==> src/rtl/ifu_prefetch.sv <==
// Instruction prefetch unit: fetch PC, in-order req/gnt/rvalid fetch, prefetch FIFO, redirect flush.
// Optional macro IFU_PREFETCH_BYPASS_EN forwards a response straight to the outputs when the FIFO is empty.
module ifu_prefetch #(
    parameter int unsigned FIFO_DEPTH = 2,
    parameter logic [31:0] RESET_PC   = 32'h0000_0000
) (
    input  logic        clk,
    input  logic        rst,
    input  logic        jump_flag_i,
    input  logic [31:0] jump_addr_i,
    input  logic [2:0]  hold_flag_i,
    output logic        mem_req_o,
    output logic [31:0] mem_addr_o,
    input  logic        mem_gnt_i,
    input  logic        mem_rvalid_i,
    input  logic [31:0] mem_rdata_i,
    output logic        inst_valid_o,
    output logic [31:0] inst_o,
    output logic [31:0] inst_addr_o
);

    localparam int unsigned PW = $clog2(FIFO_DEPTH);
    localparam int unsigned CW = PW + 1;
    localparam logic [2:0]  Hold_If  = 3'b010;
    localparam logic [31:0] INST_NOP = 32'h0000_0013;
    localparam logic [31:0] ZeroWord = 32'h0000_0000;

    logic [31:0]           pc_q, pc_d;
    logic                  active_q;
    logic                  pend_q, pend_d;
    logic [31:0]           pend_addr_q;
    logic                  kill_pend_q, kill_pend_d;
    logic [CW-1:0]         kill_cnt_q, kill_cnt_d;
    logic [CW-1:0]         alloc_cnt_q, alloc_cnt_d;
    logic [PW-1:0]         wr_ptr_q, wr_ptr_d;
    logic [PW-1:0]         rd_ptr_q, rd_ptr_d;
    logic [PW-1:0]         fill_ptr_q, fill_ptr_d;
    logic [31:0]           ent_addr_q [FIFO_DEPTH];
    logic [31:0]           ent_data_q [FIFO_DEPTH];
    logic [FIFO_DEPTH-1:0] ent_filled_q;

    logic          hold_en;
    logic [CW-1:0] filled_cnt;
    logic [CW-1:0] unfilled_cnt;
    logic          head_filled;
    logic          rsp_kill;
    logic          fill_en;
    logic          bypass_vld;
    logic          bypass_pop;
    logic          pop;
    logic [CW:0]   occ;
    logic [CW:0]   kill_sum;
    logic          grant;
    logic          stale_gnt;
    logic          alloc_en;
    logic          unused_jump_lsb;

    assign unused_jump_lsb = ^jump_addr_i[1:0];

    always_comb begin
        hold_en    = (hold_flag_i >= Hold_If);
        filled_cnt = '0;
        for (int i = 0; i < FIFO_DEPTH; i++) begin
            filled_cnt = filled_cnt + CW'(ent_filled_q[i]);
        end
        unfilled_cnt = alloc_cnt_q - filled_cnt;
        head_filled  = ent_filled_q[rd_ptr_q];
        rsp_kill     = mem_rvalid_i & (kill_cnt_q != '0);
        // Responses are in order, so a live response always lands in the oldest unfilled slot.
        fill_en      = mem_rvalid_i & (kill_cnt_q == '0) & (unfilled_cnt != '0) & !jump_flag_i;
`ifdef IFU_PREFETCH_BYPASS_EN
        bypass_vld   = fill_en & (filled_cnt == '0);
`else
        bypass_vld   = 1'b0;
`endif
        inst_valid_o = !jump_flag_i & (head_filled | bypass_vld);
        pop          = inst_valid_o & !hold_en;
        bypass_pop   = bypass_vld & !hold_en;

        inst_o      = INST_NOP;
        inst_addr_o = ZeroWord;
        if (!jump_flag_i && head_filled) begin
            inst_o      = ent_data_q[rd_ptr_q];
            inst_addr_o = ent_addr_q[rd_ptr_q];
        end
`ifdef IFU_PREFETCH_BYPASS_EN
        else if (bypass_vld) begin
            inst_o      = mem_rdata_i;
            inst_addr_o = ent_addr_q[fill_ptr_q];
        end
`endif
    end

    // Words still owed by memory for a flushed stream count against the depth as well.
    always_comb begin
        occ        = {1'b0, alloc_cnt_q} + {1'b0, kill_cnt_q} - (CW+1)'(pop);
        mem_req_o  = pend_q | (active_q & !jump_flag_i & (occ < (CW+1)'(FIFO_DEPTH)));
        mem_addr_o = pend_q ? pend_addr_q : pc_q;
        grant      = mem_req_o & mem_gnt_i;
        stale_gnt  = grant & (kill_pend_q | jump_flag_i);
        alloc_en   = grant & !stale_gnt;
    end

    always_comb begin
        pend_d      = mem_req_o & !mem_gnt_i;
        kill_pend_d = pend_d & (kill_pend_q | jump_flag_i);
        kill_sum    = '0;
        if (jump_flag_i) begin
            pc_d        = {jump_addr_i[31:2], 2'b00};
            wr_ptr_d    = '0;
            rd_ptr_d    = '0;
            fill_ptr_d  = '0;
            alloc_cnt_d = '0;
            // Any response this cycle is dropped here rather than counted.
            kill_sum    = {1'b0, kill_cnt_q} + {1'b0, unfilled_cnt} + (CW+1)'(stale_gnt)
                        - (CW+1)'(mem_rvalid_i & ((kill_cnt_q | unfilled_cnt) != '0));
            kill_cnt_d  = kill_sum[CW-1:0];
        end else begin
            pc_d        = alloc_en ? pc_q + 32'd4 : pc_q;
            wr_ptr_d    = wr_ptr_q + PW'(alloc_en);
            rd_ptr_d    = rd_ptr_q + PW'(pop);
            fill_ptr_d  = fill_ptr_q + PW'(fill_en);
            alloc_cnt_d = alloc_cnt_q + CW'(alloc_en) - CW'(pop);
            kill_cnt_d  = kill_cnt_q - CW'(rsp_kill) + CW'(stale_gnt);
        end
    end

    always_ff @(posedge clk or posedge rst) begin
        if (rst) begin
            pc_q        <= RESET_PC;
            active_q    <= 1'b0;
            pend_q      <= 1'b0;
            pend_addr_q <= RESET_PC;
            kill_pend_q <= 1'b0;
            kill_cnt_q  <= '0;
            alloc_cnt_q <= '0;
            wr_ptr_q    <= '0;
            rd_ptr_q    <= '0;
            fill_ptr_q  <= '0;
        end else begin
            pc_q        <= pc_d;
            active_q    <= 1'b1;
            pend_q      <= pend_d;
            pend_addr_q <= mem_addr_o;
            kill_pend_q <= kill_pend_d;
            kill_cnt_q  <= kill_cnt_d;
            alloc_cnt_q <= alloc_cnt_d;
            wr_ptr_q    <= wr_ptr_d;
            rd_ptr_q    <= rd_ptr_d;
            fill_ptr_q  <= fill_ptr_d;
        end
    end

    always_ff @(posedge clk or posedge rst) begin
        if (rst) begin
            for (int i = 0; i < FIFO_DEPTH; i++) begin
                ent_addr_q[i] <= '0;
                ent_data_q[i] <= '0;
            end
            ent_filled_q <= '0;
        end else if (jump_flag_i) begin
            ent_filled_q <= '0;
        end else begin
            if (alloc_en) begin
                ent_addr_q[wr_ptr_q]   <= mem_addr_o;
                ent_filled_q[wr_ptr_q] <= 1'b0;
            end
            // A bypassed word is consumed directly and never lands in the FIFO.
            if (fill_en && !bypass_pop) begin
                ent_data_q[fill_ptr_q]   <= mem_rdata_i;
                ent_filled_q[fill_ptr_q] <= 1'b1;
            end
            if (pop) begin
                ent_filled_q[rd_ptr_q] <= 1'b0;
            end
        end
    end

endmodule
==> config.mk <==
export PLATFORM = sky130hd
export DESIGN_NAME = ifu_prefetch
export DESIGN_NICKNAME = d
export VERILOG_FILES = /design/src/rtl/ifu_prefetch.sv
export SDC_FILE = /design/constraint.sdc
export NUM_CORES = 1
export LEC_CHECK = 0
export ABC_AREA = 1
export BUFFER_PORTS_ARGS = -buffer_cell sky130_fd_sc_hd__buf_2
export CAP_MARGIN = 20
export CORE_ASPECT_RATIO = 0.8
export CORE_MARGIN = 2
export CORE_UTILIZATION = 50
export DETAILED_ROUTE_END_ITERATION = 6
export GPL_TIMING_DRIVEN = 1
export PLACE_DENSITY = 0.72
export SYNTH_ARGS = -nofsm -noshare
export SYNTH_HDL_FRONTEND = slang
export SYNTH_SLANG_ARGS = --single-unit
==> constraint.sdc <==
create_clock -name clk -period 8.25 [get_ports clk]
set_clock_uncertainty 0.2 [all_clocks]
set_input_delay 0.825 -clock clk [delete_from_list [all_inputs] [get_ports clk]]
set_output_delay 0.825 -clock clk [all_outputs]
set_load 0.03 [all_outputs]
# Word-level counts from Yosys, hierarchy flattened
# Index checks and enable logic that the tools add are counted.
# Widths: inputs -> output; s select.
[word_totals]
ff_bits = 204
[classes]
n_addsub = 15
order_cmp = 13
muxes = 36
n_bitwise = 26
n_reduce_logical = 17
[op_table]
columns = ["cell", "n"]
rows = [
  ["$mux 32", 13],
  ["$bwmux 64", 2],
  ["$demux 32 s1", 2],
  ["$add 32x3->32 const B", 1],
  ["$mux 2", 8],
  ["$and 1x1->1", 14],
  ["$mux 1", 8],
  ["$reduce_bool 2->1", 4],
  ["$add 2x1->2", 3],
  ["$ge 2x2->1 const B", 3],
  ["$logic_and 1x1->1", 6],
  ["$lt 1x2->1 const B", 3],
  ["$not 1->2", 3],
  ["$sub 2x1->2", 3],
  ["$and 2x2->2", 2],
  ["$logic_not 1->1", 4],
  ["$lt 2x1->1 const B", 2],
  ["$not 2->2", 2],
  ["$or 2x2->2", 2],
  ["$reduce_and 2->1", 2],
  ["$add 1x1->1", 3],
  ["$add 2x2->3", 1],
  ["$demux 1 s1", 3],
  ["$ge 1x1->1 const B", 3],
  ["other kinds (9)", 10],
]

# Longest topological paths before layout
# Gate-level depths: netlist of the first run.
[logic_depth]
depth_word = 20
depth_mapped = 24
depth_no_buf = 22

# Least setup slack after synthesis of the first run
# Ideal clock, no wire load.
[synth_timing]
kind = "input port to flip-flop"
from = "input jump_flag_i"
to = "register kill_cnt_q[1]"
arrival_ns = 3.648
slack_ns = 4.276
stages = 21
n_path_buf = 1
cell_sequence = "buf_2 -> inv_2 -> o21ai_2 -> nor2_4 -> nand3_2 -> nor2_1 -> o21ai_1 -> fa_1 -> nand2_1 -> nor2_1 -> nand2_1 -> nand2_4 -> nand2_1 -> nor2_1 -> inv_1 -> ha_1 -> inv_1 -> ha_1 -> xnor2_1 -> nand2_1 -> o21ai_0"
[synth_between]
elab_chain_len = 12
elab_cells_between_ends = 15
[synth_rtl]
columns = ["item", "line_no", "source"]
rows = [
  ["start, declared", "9", "input logic jump_flag_i,"],
  ["$logic_not 1->1 *", "76", "inst_valid_o = !jump_flag_i & (head_filled | bypass_vld);"],
  ["$and 1x1->1 *", "76", ""],
  ["net inst_valid_o", "17", "output logic inst_valid_o,"],
  ["$and 1x1->1 *", "77", "pop = inst_valid_o & !hold_en;"],
  ["$sub 3x1->3 *", "96", "occ = {1'b0, alloc_cnt_q} + {1'b0, kill_cnt_q} - (CW+1)'(pop);"],
  ["$lt 3x2->1 *", "97", "mem_req_o = pend_q | (active_q & !jump_flag_i & (occ < (CW+1)'(FIFO_DEPTH)));"],
  ["$and 1x1->1 *", "97", ""],
  ["$or 1x1->1 *", "97", ""],
  ["net mem_req_o", "12", "output logic mem_req_o,"],
  ["$and 1x1->1 *", "99", "grant = mem_req_o & mem_gnt_i;"],
  ["$and 1x1->1 *", "100", "stale_gnt = grant & (kill_pend_q | jump_flag_i);"],
  ["$add 2x1->2", "115", "kill_sum = {1'b0, kill_cnt_q} + {1'b0, unfilled_cnt} + (CW+1)'(stale_gnt)"],
  ["$sub 2x1->2", "116", "- (CW+1)'(mem_rvalid_i & ((kill_cnt_q | unfilled_cnt) != '0));"],
  ["$mux 2 *", "108", "if (jump_flag_i) begin"],
  ["net kill_cnt_d[1]", "33", "logic [CW-1:0] kill_cnt_q, kill_cnt_d;"],
  ["end signal, assigned", "146", "kill_cnt_q <= kill_cnt_d;"],
  ["end, declared", "33", ""],
]
# The timed path passes the listed nets; every way through them passes the cells marked *.
# A chain may end at the register's enable or synchronous reset.

# Final worst setup path of the first run
[layout_timing]
from = "register rd_ptr_q"
to = "register alloc_cnt_q[1]"
[layout_between]
elab_chain_len = 15
[layout_rtl]
columns = ["item", "line_no", "source"]
rows = [
  ["start, declared", "36", "logic [PW-1:0] rd_ptr_q, rd_ptr_d;"],
  ["start signal, assigned", "149", "rd_ptr_q <= rd_ptr_d;"],
  ["$mux 1 (implied by the code) * (2 in a row)", "67", "head_filled = ent_filled_q[rd_ptr_q];"],
  ["$and 1x1->1 *", "76", ""],
  ["$and 1x1->1 *", "77", ""],
  ["$sub 3x1->3", "96", ""],
  ["$lt 3x2->1", "97", ""],
  ["$and 1x1->1", "97", ""],
  ["$or 1x1->1", "97", ""],
  ["$and 1x1->1", "99", ""],
  ["$and 1x1->1", "100", ""],
  ["$logic_not 1->1", "101", "alloc_en = grant & !stale_gnt;"],
  ["$and 1x1->1", "101", ""],
  ["$add 2x1->2", "123", "alloc_cnt_d = alloc_cnt_q + CW'(alloc_en) - CW'(pop);"],
  ["$sub 2x1->2 *", "123", ""],
  ["$mux 2 *", "108", ""],
  ["net alloc_cnt_d[1]", "34", "logic [CW-1:0] alloc_cnt_q, alloc_cnt_d;"],
  ["end signal, assigned", "147", "alloc_cnt_q <= alloc_cnt_d;"],
  ["end, declared", "34", ""],
]
# The timed path passes the listed nets; every way through them passes the cells marked *. The select of a mux whose other input is x is not followed.

==> results of run 1 <==
[metal layers]
layer  up-vias  share of wire [%]  GRT usage [%]
li1       4278                  -              -
met1      4088                 49           37.8
met2       256                 43           36.7
met3        40                6.1           3.50
met4         0                2.0           5.41
met5         -                  0              0
[power groups by stage]
stage / sequential, mW / combinational, mW / clock [mW]
after global placement: 1.34 / 0.721 / 0
after CTS: 1.34 / 0.751 / 1.08
after floorplan: 1.32 / 0.556 / 0
after global routing: 1.36 / 0.847 / 1.13
after detailed placement: 1.35 / 0.743 / 0
final: 1.34 / 0.750 / 1.07
[stage by stage]
stage | worst slack [ns] | util (%) | area (µm²) | hold slack, ns
3_3_place_gp | 2.69 | 55.6 | 11000 | 0.262
2_1_floorplan | 1.71 | - | 10000 | 0.249
3_5_place_dp | 2.57 | 55.6 | 11000 | 0.265
6_report | 3.02 | 59.7 | 11800 | 0.207
4_1_cts | 3.01 | 59.6 | 11800 | 0.237
5_1_grt | 2.65 | 59.7 | 11800 | 0.260
[cells in the mapped netlist (all sizes together)]
cell type | instances | share of area [%]
nand2 | 467 | 18
buf | 36 | 1.8
o211ai | 3 | 0.22
or2 | 1 | 0.062
mux2 | 32 | 3.6
nand3b | 1 | 0.20
nor4 | 1 | 0.062
inv | 104 | 3.9
nor3 | 2 | 0.15
xor2 | 8 | 0.70
a21oi | 66 | 3.3
clkbuf | 25 | 0.94
ha | 11 | 1.4
nand4 | 4 | 0.55
fa | 3 | 0.60
and2 | 1 | 0.062
conb | 1 | 0.037
o21ai | 82 | 4.1
nor2 | 144 | 5.8
dfrtp | 202 | 50
nand3 | 74 | 3.8
xnor2 | 6 | 0.52
a31oi | 1 | 0.062
[critical path: stages, from the launching register on]
cell and delay, ns:
dfrtp_4 0.69, inv_2 0.50, o21ai_2 0.13, nor2_4 0.22, nand3_2 0.19, nor2_1 0.21
o21ai_1 0.12, fa_1 0.50, nand2_1 0.05, nor2_1 0.07, nand2_1 0.10, nand2_4 0.12
nand3_2 0.39, inv_1 0.86, nand2_1 0.10, nand2_1 0.09, ha_1 0.16, xnor2_1 0.15
nand3_1 0.10, a21oi_1 0.16
[how the worst max path moves through the flow]
stage,end,slack (ns),depth (start not counted)
after floorplan,active_q,1.71,1
after global placement,alloc_cnt_q[1],2.69,20
after detailed placement,alloc_cnt_q[1],2.57,20
after CTS,alloc_cnt_q[1],3.01,19
after global routing,alloc_cnt_q[1],2.65,19
final,alloc_cnt_q[1],3.02,19
[logic make-up (layout without fill, tap and decap cells)]
| kind of cell | count (synthesis) | after routing | synth area share (%) |
|---|---|---|---|
| fa+ha+maj | 14 | 14 | 1.97 |
| other cells | 1 | 1 | 0.0374 |
| compound gates | 152 | 152 | 7.71 |
| xor+xnor | 14 | 14 | 1.22 |
| flops | 202 | 202 | 50.4 |
| mux | 32 | 32 | 3.59 |
| simple gates | 695 | 695 | 28.4 |
| buf+inv | 165 | 317 | 6.63 |
[final cells by class]
class	instances	share of cell area, %
clock buffers	28	5.28
repair buffers	173	7.66
well taps	264	2.80
inverters	104	3.39
flip-flops and latches	202	42.9
multi-input cells	908	36.5
clock inverters	12	1.45
[state kept, by name, summed over array words and instances (netlist names)]
signal / cells
rd_ptr_q: 1
ent_addr_q: 64
pend_addr_q: 32
pend_q: 1
kill_pend_q: 1
ent_data_q: 64
wr_ptr_q: 1
alloc_cnt_q: 2
active_q: 1
pc_q: 30
kill_cnt_q: 2
fill_ptr_q: 1
ent_filled_q: 2
==> impl_metrics.ini, run 1 <==
[run_status]
run_status = complete, no violations

[floorplanning]
initial_core_util_pct = 50.8
fp-row-count = 46
io_pins = 170
dieWidth_um = 162
dieHeight_um = 131
die-area_um2 = 21200
coreArea_um2 = 19700

[placed_design]
dp.cells = 1650
gp_congestion = 0.966
portBuffers = 166
dp_hpwl_um = 17500

[cts]
root_buffer = clkbuf_16
clock_sink_count = 202
path_clk_slew_ns = 0.06
cts_resized = 0
clockBufferDepth = 3
postCtsSetupRepairBufs = 0
cts_tree = yes
hold_buffers = 0
clk_latency_ns = 0.52
htree_levels = 1
numCtsBuffers = 22

[detailed_routing]
routed_wirelength_um = 25900
first_iter_violations = 731
wire_per_inst_um = 15.3
drc = 0
routed_via_density = 5.12
firstDrtPassIters = 5
detail-route-antenna-nets = 0
vias = 8662

[sta]
slew_headroom_pct = 38.8
final.min_clock_period_ns = 5.23
rsz0062_at_grt = no
slew_viol_final = 0
fmax_ghz = 0.191
timing.final.crit_share_pct = 63.4
finalHoldViolCount = 0
tns_ns = 0
setup_viol = 0
worstMarginPinSlew_ns = 0.917

[setup_path]
critPathLaunch = rd_ptr_q
crit-reg2reg-launch = rd_ptr_q
startpoint_type = flip-flop
cp_max_fo = 41
r2r_cells = 19
cp_data_arrival_time_ns = 5.45
crit_type = flip-flop to flip-flop
crit_required_ns = 8.47
reg2reg_slack_ns = 3.02
cp-end-kind = flip-flop
r2r-end = alloc_cnt_q[1]

[power_and_ir_drop]
p_int_mw = 2.11
power_per_cell_area_nw_per_um2 = 267
p_sw_mw = 1.04
swShare_pct = 32.9
pwr-share-seq_pct = 42.4
vdd.ir_drop.worst_v = 0.000154
power_frac_comb_pct = 23.8
p_leak_nw = 6.21
p_clk_share_pct = 33.8
total_power_mw = 3.15

[logic_synthesis]
synthCells = 1275
yosysWarningCount = 0
ys_types = 37
syn_area_um2 = 10000
avgSynthCellArea_um2 = 7.86
synth-seq-cells = 202
syn_nets = 1361
ys_seq_area_share_pct = 50.4

[global_routing]
overflow = 0
grt.total_usage_pct = 24.4
grt_max_degree = 88
grt_pass1_wl_um = 41300
grt_pass1_vias = 7942
antenna_found_initial = 0

[layout]
final_cell_mix = nand2_1 (463), dfrtp_1 (201), buf_2 (166)
n_antenna_cell = 0
post_layout_nonfiller_instances = 1691
fillerInstances = 1807
syn2layout_area_growth_pct = 17.7
seq_area_um2 = 5060
final_common_cell = nand2_1
nets = 1497
multi_input_area_um2 = 4310
drive_above_1_share_pct = 19.4

[worst_hold_path]
hp-class = input port to asynchronous set/reset pin

[flow_run]
max-cap-violations = 0
No activity file was read; power rests on OpenSTA's default activity.
==> run 2, diff against run 1 <==
ABC_AREA = 0   (was 1)
PLACE_DENSITY = 0.76   (was 0.72)
clock period = 4.6 ns   (was 8.25 ns; I/O delays follow)
==> impl_metrics.ini, run 2 <==
[run_status]
run_status = finished with violations
violations = hold timing

[power_and_ir_drop]
p_leak_nw = 5.40
power_per_cell_area_nw_per_um2 = 466
total_power_mw = 5.36
vdd.ir_drop.worst_v = 0.000311

[logic_synthesis]
synth-seq-cells = 202
synth_common_cells = dfrtp_1 (202), nand2_1 (112), mux2i_1 (95)
avgSynthCellArea_um2 = 10.6
ys_types = 46
yosysWarningCount = 0
synthTopCellsByArea = dfrtp_1 (54%), mux2i_1 (10%), mux2_2 (8.0%)
syn_nets = 974
syn_area_um2 = 9450
yosysMostFrequentCell = dfrtp_1
synth_top_area_share_pct = 53.5
synthFlopType = dfrtp_1
ys_seq_area_share_pct = 53.5
synth_top_cell_by_area = dfrtp_1
synthCells = 888
synthArstFlopShare_pct = 100
synth_edf_count = 0

[sta]
slew_headroom_pct = 30.0
tns_ns = 0
worstMarginPinSlew_ns = 1.05
rsz0062_at_grt = no
timing.final.crit_share_pct = 88.4
finalHoldViolCount = 38
slew_viol_final = 0
setup_viol = 0
fmax_ghz = 0.246
setup_slack_ns = 0.535
hold_slack_ns = -0.0313
final.min_clock_period_ns = 4.06

[layout]
multi_input_area_um2 = 4010
finalInstanceArea_um2 = 11500
drive_above_1_share_pct = 27.1
final_cell_mix = dfrtp_1 (200), buf_2 (166), nand2_1 (112)
final_common_cell = dfrtp_1
post_layout_nonfiller_instances = 1333
nets = 1151
reg.largest.list = ent_addr_q: 64 flops, ent_data_q: 64 flops, pend_addr_q: 32 flops
seq_area_um2 = 5060
syn2layout_area_growth_pct = 21.9
fillerInstances = 1513

[detailed_routing]
detail-route-antenna-nets = 0
routed_wirelength_um = 21300
first_iter_violations = 373
firstDrtPassIters = 5
vias = 6915
wire_per_inst_um = 16.0
routed_via_density = 5.19
drc = 0

[cts]
hold_buffers = 28
clock_sink_count = 202
postCtsSetupRepairBufs = 0
htree_levels = 1
path_clk_slew_ns = 0.06
numCtsBuffers = 21
clockBufferDepth = 3
root_buffer = clkbuf_16
cts_resized = 0
cts_tree = yes
clk_latency_ns = 0.49

[placed_design]
dp.cells = 1267
gp_congestion = 0.810
placedInstanceArea_um2 = 10500
dp_slack_ns = 0.569
dp_hpwl_um = 13900
portBuffers = 166

[global_routing]
antenna_found_initial = 1
grt_max_degree = 83
grt_pass1_vias = 6846
grt.busiest_layer = met2
grt_util_met2_pct = 34.3
grt.total_usage_pct = 21.8
met1_usage_pct = 32.0
overflow = 0
grtUsageMet3_pct = 3.28
grt_pass1_wl_um = 34900

[setup_path]
cp_data_arrival_time_ns = 4.29
cp-end-kind = flip-flop
crit_required_ns = 4.83
crit_type = flip-flop to flip-flop
startpoint_type = flip-flop
cp_max_fo = 16

[floorplanning]
dieHeight_um = 127
fp-row-count = 44
initial_core_util_pct = 51.5
coreArea_um2 = 18300
dieWidth_um = 158
io_pins = 170
die-area_um2 = 20000

[flow_run]
max-cap-violations = 0

[worst_hold_path]
hp-class = input port to asynchronous set/reset pin
-- run 2: layout make-up --
class | instances | area share [%]
Sequential cell | 202 | 43.9
Tap cell | 253 | 2.75
Timing Repair Buffer | 209 | 10.7
Clock inverter | 7 | 0.999
Antenna cell | 1 | 0.0217
Clock buffer | 30 | 5.20
Multi-Input combinational cell | 584 | 34.8
Inverter | 47 | 1.56
-- run 2: routing by layer --
| metal | wire length (µm) | up-vias |
|---|---|---|
| met1 | 10200 | 3360 |
| met3 | 990 | 30 |
| met4 | 448 | 0 |
| met2 | 9700 | 168 |
| li1 | - | 3357 |
| met5 | 0 | - |
-- run 2: per-stage QoR --
stage	utilization, %	hold WS [ns]
3_5_place_dp	57.4	0.269
4_1_cts	62.8	0.000390
5_1_grt	62.8	0.00919
3_3_place_gp	57.4	0.260
2_1_floorplan	-	0.249
6_report	62.8	-0.0313
-- run 2: cell families (layout without fill, tap and decap cells) --
family | after synthesis | count (layout) | synth area share (%)
other cells | 1 | 2 | 0.0397
buf+inv | 102 | 293 | 4.12
compound gates | 108 | 108 | 6.08
fa+ha+maj | 14 | 14 | 2.09
mux | 162 | 162 | 18.1
flops | 202 | 202 | 53.5
xor+xnor | 32 | 32 | 2.97
simple gates | 267 | 267 | 13.1
-- run 2: power by group --
group          total, mW  leakage [nW]  internal (mW)  switching [mW]
clock network       1.75         0.344           1.07           0.676
registers           2.44          2.65           2.20           0.239
logic               1.17          2.41          0.514           0.654
total               5.36          5.40           3.79            1.57
-- run 2: path summary, 6_finish.rpt --
path,start,endpoint,cells past startpoint,slack (ns)
setup reg to reg,rd_ptr_q,pc_q[31],10,0.54
max in group asynchronous,rst,ent_data_q[9],3,3.14
hold reg to reg,ent_addr_q[58],ent_addr_q[58],2,0.28
setup / recovery,rd_ptr_q,pc_q[31],10,0.54
hold / removal,rst,ent_data_q[7],2,-0.03
min in group clk,mem_rdata_i[23],ent_data_q[23],2,0.01
-- run 2: worst max-delay path, stage by stage, from the launching register on --
cell and delay, ns:
dfrtp_4 0.59, nand2b_1 0.20, a21o_2 0.21, nor3_1 0.30
o21ai_0 0.18, fa_1 0.53, nand4b_1 0.15, o21a_1 0.40
or4_4 0.64, or4b_1 0.52, nand3_1 0.10
